### config.mk
export PLATFORM = sky130hd
export DESIGN_NAME = pwm_servo_multi
export DESIGN_NICKNAME = d
export VERILOG_FILES = /design/src/rtl/pwm_servo_multi.sv
export SDC_FILE = /design/constraint.sdc
export NUM_CORES = 2
export LEC_CHECK = 0
export ABC_CLOCK_PERIOD_IN_PS = 6510
export BUFFER_PORTS_ARGS = -buffer_cell sky130_fd_sc_hd__buf_2
export CORE_MARGIN = 1.5
export CORE_UTILIZATION = 40
export DETAILED_ROUTE_END_ITERATION = 10
export GPL_TIMING_DRIVEN = 0
export PLACE_DENSITY = 0.58
export SETUP_SLACK_MARGIN = 0.05
export SLEW_MARGIN = 25
export SYNTH_ARGS = -nofsm -noshare
export SYNTH_HDL_FRONTEND = slang
export SYNTH_SLANG_ARGS = --single-unit
### constraint.sdc
create_clock -name clk -period 6.51 [get_ports clk]
set_input_delay 0.651 -clock clk [delete_from_list [all_inputs] [get_ports clk]]
set_output_delay 0.651 -clock clk [all_outputs]
set_load 0.005 [all_outputs]
### src/rtl/pwm_servo_multi.sv
// Multi-channel servo PWM with a shared period counter, per-channel slew-limited
// duty ramping and period-aligned shadow registers for glitch-free updates.
module pwm_servo_multi #(
  parameter int unsigned NUM_CH = 4,
  parameter int unsigned CNT_W  = 32,
  parameter int unsigned STEP   = 1,
  parameter int unsigned ADDR_W = 4
) (
  input  logic              clk,
  input  logic              reset_n,
  input  logic              s_cs,
  input  logic [ADDR_W-1:0] s_address,
  input  logic              s_write,
  input  logic [31:0]       s_writedata,
  input  logic              s_read,
  output logic [31:0]       s_readdata,
  output logic [NUM_CH-1:0] pwm
);

  logic [CNT_W-1:0]  period_q, period_d;
  logic [CNT_W-1:0]  divider_q, divider_d;
  logic [CNT_W-1:0]  tick_q, tick_d;
  logic [CNT_W-1:0]  presc_q, presc_d;
  logic [NUM_CH-1:0] enable_q, enable_d;
  logic [NUM_CH-1:0] enable_active_q, enable_active_d;
  logic [NUM_CH-1:0] loaded_q, loaded_d;
  logic [NUM_CH-1:0] pwm_q, pwm_d;
  logic [CNT_W-1:0]  target_q [NUM_CH];
  logic [CNT_W-1:0]  target_d [NUM_CH];
  logic [CNT_W-1:0]  duty_q   [NUM_CH];
  logic [CNT_W-1:0]  duty_d   [NUM_CH];
  logic [CNT_W-1:0]  shadow_q [NUM_CH];
  logic [CNT_W-1:0]  shadow_d [NUM_CH];
  logic [31:0]       readdata_q, readdata_d;
  logic [NUM_CH-1:0] done;
  logic              wr_en, rd_en, period_end, ramp_tick;
  logic [CNT_W:0]    up_sum, down_floor;

  always_comb begin
    wr_en      = s_cs & s_write;
    rd_en      = s_cs & s_read;
    period_end = (tick_q >= period_q);
    ramp_tick  = (presc_q == divider_q);

    period_d        = period_q;
    divider_d       = divider_q;
    enable_d        = enable_q;
    enable_active_d = period_end ? enable_q : enable_active_q;
    tick_d          = period_end ? '0 : tick_q + CNT_W'(1);
    presc_d         = ramp_tick ? '0 : presc_q + CNT_W'(1);

    if (wr_en && s_address == ADDR_W'(0)) period_d = s_writedata[CNT_W-1:0];
    if (wr_en && s_address == ADDR_W'(1)) begin
      divider_d = s_writedata[CNT_W-1:0];
      presc_d   = '0;
    end
    if (wr_en && s_address == ADDR_W'(2)) enable_d = s_writedata[NUM_CH-1:0];

    loaded_d   = loaded_q;
    pwm_d      = '0;
    done       = '0;
    up_sum     = '0;
    down_floor = '0;
    for (int unsigned c = 0; c < NUM_CH; c++) begin
      target_d[c] = target_q[c];
      duty_d[c]   = duty_q[c];
      shadow_d[c] = shadow_q[c];
      done[c]     = (duty_q[c] == target_q[c]);

      // Ramp against the registered target, so a same-cycle TARGET write only
      // steers the following ramp tick. One extra bit keeps the clamp exact.
      up_sum     = {1'b0, duty_q[c]} + (CNT_W+1)'(STEP);
      down_floor = {1'b0, target_q[c]} + (CNT_W+1)'(STEP);
      if (ramp_tick) begin
        if (duty_q[c] < target_q[c])
          duty_d[c] = (up_sum > {1'b0, target_q[c]}) ? target_q[c] : up_sum[CNT_W-1:0];
        else if (duty_q[c] > target_q[c])
          duty_d[c] = ({1'b0, duty_q[c]} < down_floor) ? target_q[c]
                                                       : duty_q[c] - CNT_W'(STEP);
      end

      if (wr_en && s_address == ADDR_W'(4 + 2*c)) begin
        target_d[c] = s_writedata[CNT_W-1:0];
        loaded_d[c] = 1'b1;
        if (!loaded_q[c]) duty_d[c] = s_writedata[CNT_W-1:0];
      end

      if (period_end) shadow_d[c] = duty_q[c];
      pwm_d[c] = enable_active_q[c] & (period_q != '0) & (tick_q < shadow_q[c]);
    end
  end

  always_comb begin
    readdata_d = readdata_q;
    if (rd_en) begin
      readdata_d = '0;
      if (s_address == ADDR_W'(0)) readdata_d = 32'(period_q);
      if (s_address == ADDR_W'(1)) readdata_d = 32'(divider_q);
      if (s_address == ADDR_W'(2)) readdata_d = 32'(enable_q);
      if (s_address == ADDR_W'(3)) readdata_d = 32'(done);
      for (int unsigned c = 0; c < NUM_CH; c++) begin
        if (s_address == ADDR_W'(4 + 2*c)) readdata_d = 32'(target_q[c]);
        if (s_address == ADDR_W'(5 + 2*c)) readdata_d = 32'(duty_q[c]);
      end
    end
  end

  always_ff @(posedge clk) begin
    if (!reset_n) begin
      period_q        <= '0;
      divider_q       <= '0;
      tick_q          <= '0;
      presc_q         <= '0;
      enable_q        <= '0;
      enable_active_q <= '0;
      loaded_q        <= '0;
      pwm_q           <= '0;
      readdata_q      <= '0;
      for (int unsigned c = 0; c < NUM_CH; c++) begin
        target_q[c] <= '0;
        duty_q[c]   <= '0;
        shadow_q[c] <= '0;
      end
    end else begin
      period_q        <= period_d;
      divider_q       <= divider_d;
      tick_q          <= tick_d;
      presc_q         <= presc_d;
      enable_q        <= enable_d;
      enable_active_q <= enable_active_d;
      loaded_q        <= loaded_d;
      pwm_q           <= pwm_d;
      readdata_q      <= readdata_d;
      for (int unsigned c = 0; c < NUM_CH; c++) begin
        target_q[c] <= target_d[c];
        duty_q[c]   <= duty_d[c];
        shadow_q[c] <= shadow_d[c];
      end
    end
  end

  assign s_readdata = readdata_q;
  assign pwm        = pwm_q;

endmodule

======== Yosys cells after proc, flatten, opt, wreduce, memory -nomap -nowiden ========
Memory sizes are Yosys's and may differ from the RTL's.
Index checks and enable logic that the tools add are counted.
word-level totals
  flip-flop bits (word level) ............. 176
  RAM bits ................................ 384
  input bits .............................. 41
  output and inout bits ................... 36
  logic and storage cells ................. 162
  memories kept ........................... 3
cells by class
  add/sub/neg operators ................... 14
  $lt $le $gt $ge ......................... 21
  eq/ne operators ......................... 16
  mux-type cells .......................... 62
  bitwise logic cells ..................... 23
  reductions and logical operators ........ 11
memories
  memory    depth  bits a word  rd ports  clocked after memory_dff  write ports  line  text
  duty_q    4      32           4         0                         4            30    logic [CNT_W-1:0] duty_q [NUM_CH];
  shadow_q  4      32           4         0                         4            32    logic [CNT_W-1:0] shadow_q [NUM_CH];
  target_q  4      32           4         0                         4            28    logic [CNT_W-1:0] target_q [NUM_CH];
operator list
  cell                     number
  $mux W32                 60
  $add A32 B1 Y33 const B  8
  $lt A32 B32 Y1           8
  $eq A32 B32 Y1           5
  $gt A33 B32 Y1           4
  $lt A32 B33 Y1           4
  $gt A32 B32 Y1           4
  $sub A32 B1 Y32 const B  4
  $add A32 B1 Y32 const B  2
  $ge A32 B32 Y1           1
  $reduce_bool A32 Y1      1
  $eq A4 B3 Y1 const B     4
  $eq A4 B4 Y1 const B     4
  $or A1 B1 Y1             12
  $and A1 B1 Y1            10
  $eq A4 B2 Y1 const B     2
  $logic_and A1 B1 Y1      7
  $eq A4 B1 Y1 const B     1
  $logic_not A4 Y1         1
  $reduce_or A3 Y1         1
  $mux W1                  2
  $reduce_or A2 Y1         1
  $not A1 Y1               1

======== Longest topological paths before layout ========
  word-level depth ........................ 13
  gate-level depth with buffers ........... 22
  depth with buffers taken out ............ 19

======== Worst setup path before layout ========
OpenSTA, ideal clock, no wires.
  path kind ............................... register to register
  start ................................... memory target_q[3][0] (netlist: target_q[0][96])
  end ..................................... memory duty_q[3][30] (netlist: duty_q[0][126])
  setup time .............................. 0.092 ns
  arrival time ............................ 4.834 ns
  data required time ...................... 6.418 ns
  setup slack ............................. 1.584 ns
  cell stages (with the launch flop) ...... 18
  path buffers ............................ 1
  clock period less this slack ............ 4.926 ns
  cells stage by stage .................... dfxtp_1 -> ha_1 -> nand3_1 -> nor4_1 -> and4_1 -> nand3_1 -> xnor2_1 -> ha_1 -> a211oi_1 -> o221ai_1 -> or4_1 -> a2111oi_1 -> nor2_1 -> buf_2 -> mux2i_1 -> a221oi_1 -> nor2_1 -> nor4_1
RTL lines
  element             line
  start: declaration  28
  end: declaration    30

==> key figures <==
Run status
  – Outcome: finished clean

STA
  – Worst-Margin Slew: 1.19 ns
  – Final period util: 99.2%
  – Clk_skew: 0.0487 ns
  – Slew HR: 19.7%
  – Final Setup Violations: 0
  – RSZ-0062 raised after global routing: no
  – Max-slew violations: 0
  – Tmin final: 6.45 ns
  – Hold violation count in the final report: 0
  – Max Freq: about 150 MHz

Clock tree
  – H-tree lvl count: 3
  – Post-CTS setup buffers: 0
  – Clk Latency, worst-skew pair: 0.71 ns
  – Clk pin slew, worst setup/hold paths: 0.06 ns
  – CTS Sinks: 560
  – Cts hold-fix bufs: 0
  – Post-CTS Resized: 14
  – CTS Buf Count: 72
  – CTS tree: done
  – Clk buf depth: 3
  – Root Buffer: clkbuf_16

Setup path
  – R2r setup slk: ~0.055 ns
  – CP startpoint kind: register
  – Start of the worst register-to-register path: duty_q[0][0]
  – Worst path required time: roughly 7 ns
  – Element type at the critical path end: register
  – Worst Setup EP: duty_q[0][30]
  – Crit path launch: duty_q[0][0]
  – Crit Path Class: register to register
  – Worst Path Max Fanout: 10
  – Worst R2R End: duty_q[0][30]
  – Reg2reg path depth: 17
  – Crit path DAT: about 7 ns

Pwr
  – Pwr Total: between 0.02 and 0.025 W
  – Leak: 20.9 nW
  – Power density over the cells: 462 nW/um^2
  – Worst IR Drop VDD: a little over 0.3 mV

Synth
  – Post-synth top area cell: dfxtp_1
  – Ys Warns: 0
  – Top cells by area, synth: dfxtp_1, ha_1, nand2_1, a21oi_1, mux2i_1
  – Ys async rst share: 0%
  – Post-synth EDFFs: 0
  – Synthesis-stage register bit count: 560
  – Most used DFF post-synth: dfxtp_1
  – Syn Nets: 7,023
  – Avg Inst Size Synth: 7.45 um^2
  – Mapped Area: 47,900 um^2
  – Seq/Total Area, Yosys: 23.4%
  – Library cells used by synthesis: 87
  – Cells after synthesis: 6,428
  – Synth top area share: approximately a quarter

Global route
  – GR Overflow Total: 0
  – Initial antenna violation count: 24
  – First-pass GRT wire length: 369,000 um
  – Global-route usage over all layers: between 40% and 50%
  – Pin count of the biggest net entering global routing: 13
  – Vias in the first global route: 49,201

Floorplanning
  – # rows: 126
  – Initial Utilization: approximately two fifths
  – Die ar.: 122,000 um^2
  – Die height: approximately 350 um
  – Core Footprint: 118,000 um^2
  – Die W: 349 um
  – Ports: 77

Job
  – Max Cap Viol: 0

Placed design
  – Area after DPL: 50,900 um^2
  – PortBufs: 47
  – Routability cong.: 1.07
  – Placed Cells: 8,108
  – HPWL Detailed: 206,000 um

Finish
  – # nets final: between 7,000 and 8,000
  – Final Non-Filler Cells: 8,259
  – Commonest cells after routing, fill and taps aside: nand2_1, dfxtp_1, ha_1
  – Syn-to-layout area delta: 12.1%
  – Fillers: 12,247
  – Layout cells sized above 1: 6.25%
  – Fin area: around 54,000 um^2
  – Commonest non-fill, non-tap cell in the layout: nand2_1

Detailed routing
  – Drt pass-1 iters: 10
  – Vias: 53,980
  – DR WL/cell: 32.2 um
  – Post-route ant nets: 0
  – Final WL: 266,000 um
  – Via/cell ratio: 6.54
  – Starting DRC count in detailed routing: about 8,400
  – Drc violations: 0

Hold path
  – Tightest Hold Check Type: input pin to register
-- sequential cells by signal, summed over array words and instances (netlist names) --
signal           cells
shadow_q           128
s_readdata          32
enable_active_q      4
loaded_q             4
duty_q             128
divider_q           32
presc_q             32
period_q            32
pwm                  4
tick_q              32
enable_q             4
target_q           128
-- cells in the mapped netlist (all sizes together) (29+ instances only) --
cell type,count
xor2,93
nand2,741
nand3,207
nor2,504
inv,352
or4,31
or3,46
clkbuf,447
o21ai,361
a211oi,68
a21o,86
nor4,101
xnor2,243
a211o,31
nor3,222
and4,35
nand2b,31
mux2,29
and3,71
dfxtp,560
nor2b,31
nand4,173
a22oi,46
a21oi,529
mux2i,248
a31oi,59
a221oi,65
ha,554
o211ai,62
buf,53
-- cell families after synthesis --
family / synth area share (%)
compound gates: 20.6
xor+xnor: 6.15
fa+ha+maj: 14.5
buf+inv: 6.81
flops: 23.4
mux: 5.96
simple gates: 22.6
-- layer usage --
| layer | track usage, % | vias up | part of all wire, % |
|---|---|---|---|
| li1 | - | 23557 | - |
| met1 | 54.9 | 25618 | 39 |
| met2 | 60.5 | 3844 | 40 |
| met3 | 11.8 | 939 | 13 |
| met4 | 27.8 | 22 | 7.6 |
| met5 | 0 | - | 0.053 |
-- worst min-delay path by stage --
stage | end | cells after the start | startpoint
floorplan | presc_q[0] | 1 | presc_q[0]
global placement | s_readdata[27] | 2 | s_readdata[27]
detailed placement | s_readdata[24] | 2 | s_readdata[24]
CTS | target_q[0][7] | 3 | s_writedata[7]
global route | target_q[0][9] | 3 | s_writedata[9]
finish | target_q[0][7] | 3 | s_writedata[7]
-- critical path, stage by stage, from the launching register on --
cell and delay, ns:
dfxtp_1 0.37, clkdlybuf4s15_1 0.73, and3_1 0.43, nand3_1 0.42
nor2_1 0.54, nand3_1 0.18, xnor2_1 0.20, ha_1 0.32
nand2_1 0.07, nor4_1 0.41, nand4_1 0.24, a21oi_1 0.28
o21ai_0 0.15, nand2_1 0.29, buf_2 0.41, buf_2 0.41
a221oi_1 0.21, nor4_1 0.60
-- layout make-up --
type	instances	area (um^2)	area share [%]
clock buffers	94	2040	3.81
plain buffers	499	2040	3.81
well taps	1600	2000	3.73
repair buffers	81	908	1.69
diodes	20	50.0	0.0932
flip-flops and latches	560	11200	20.9
inverters	354	1330	2.47
clock inverters	37	499	0.930
multi-input cells	5014	33600	62.6
-- report_power, final --
part | internal [W] | switching (W)
Sequential | 0.00388 | 0.000594
Clock | 0.00253 | 0.00194
Combinational | 0.00510 | 0.0108
Total | 0.0115 | 0.0133
-- metrics by stage --
stage               TNS [ns]  util, %  setup slack [ns]  hold WS [ns]
CTS                        0     45.2            0.0699         0.306
global placement      -34.19     42.3             -1.14         0.468
floorplan                  0        -              1.58         0.447
detailed placement     -6.55     43.0            -0.542         0.477
finish                     0     45.3            0.0553         0.306
global route               0     45.3            0.0284         0.331
Power figures use the tool's default switching activity.
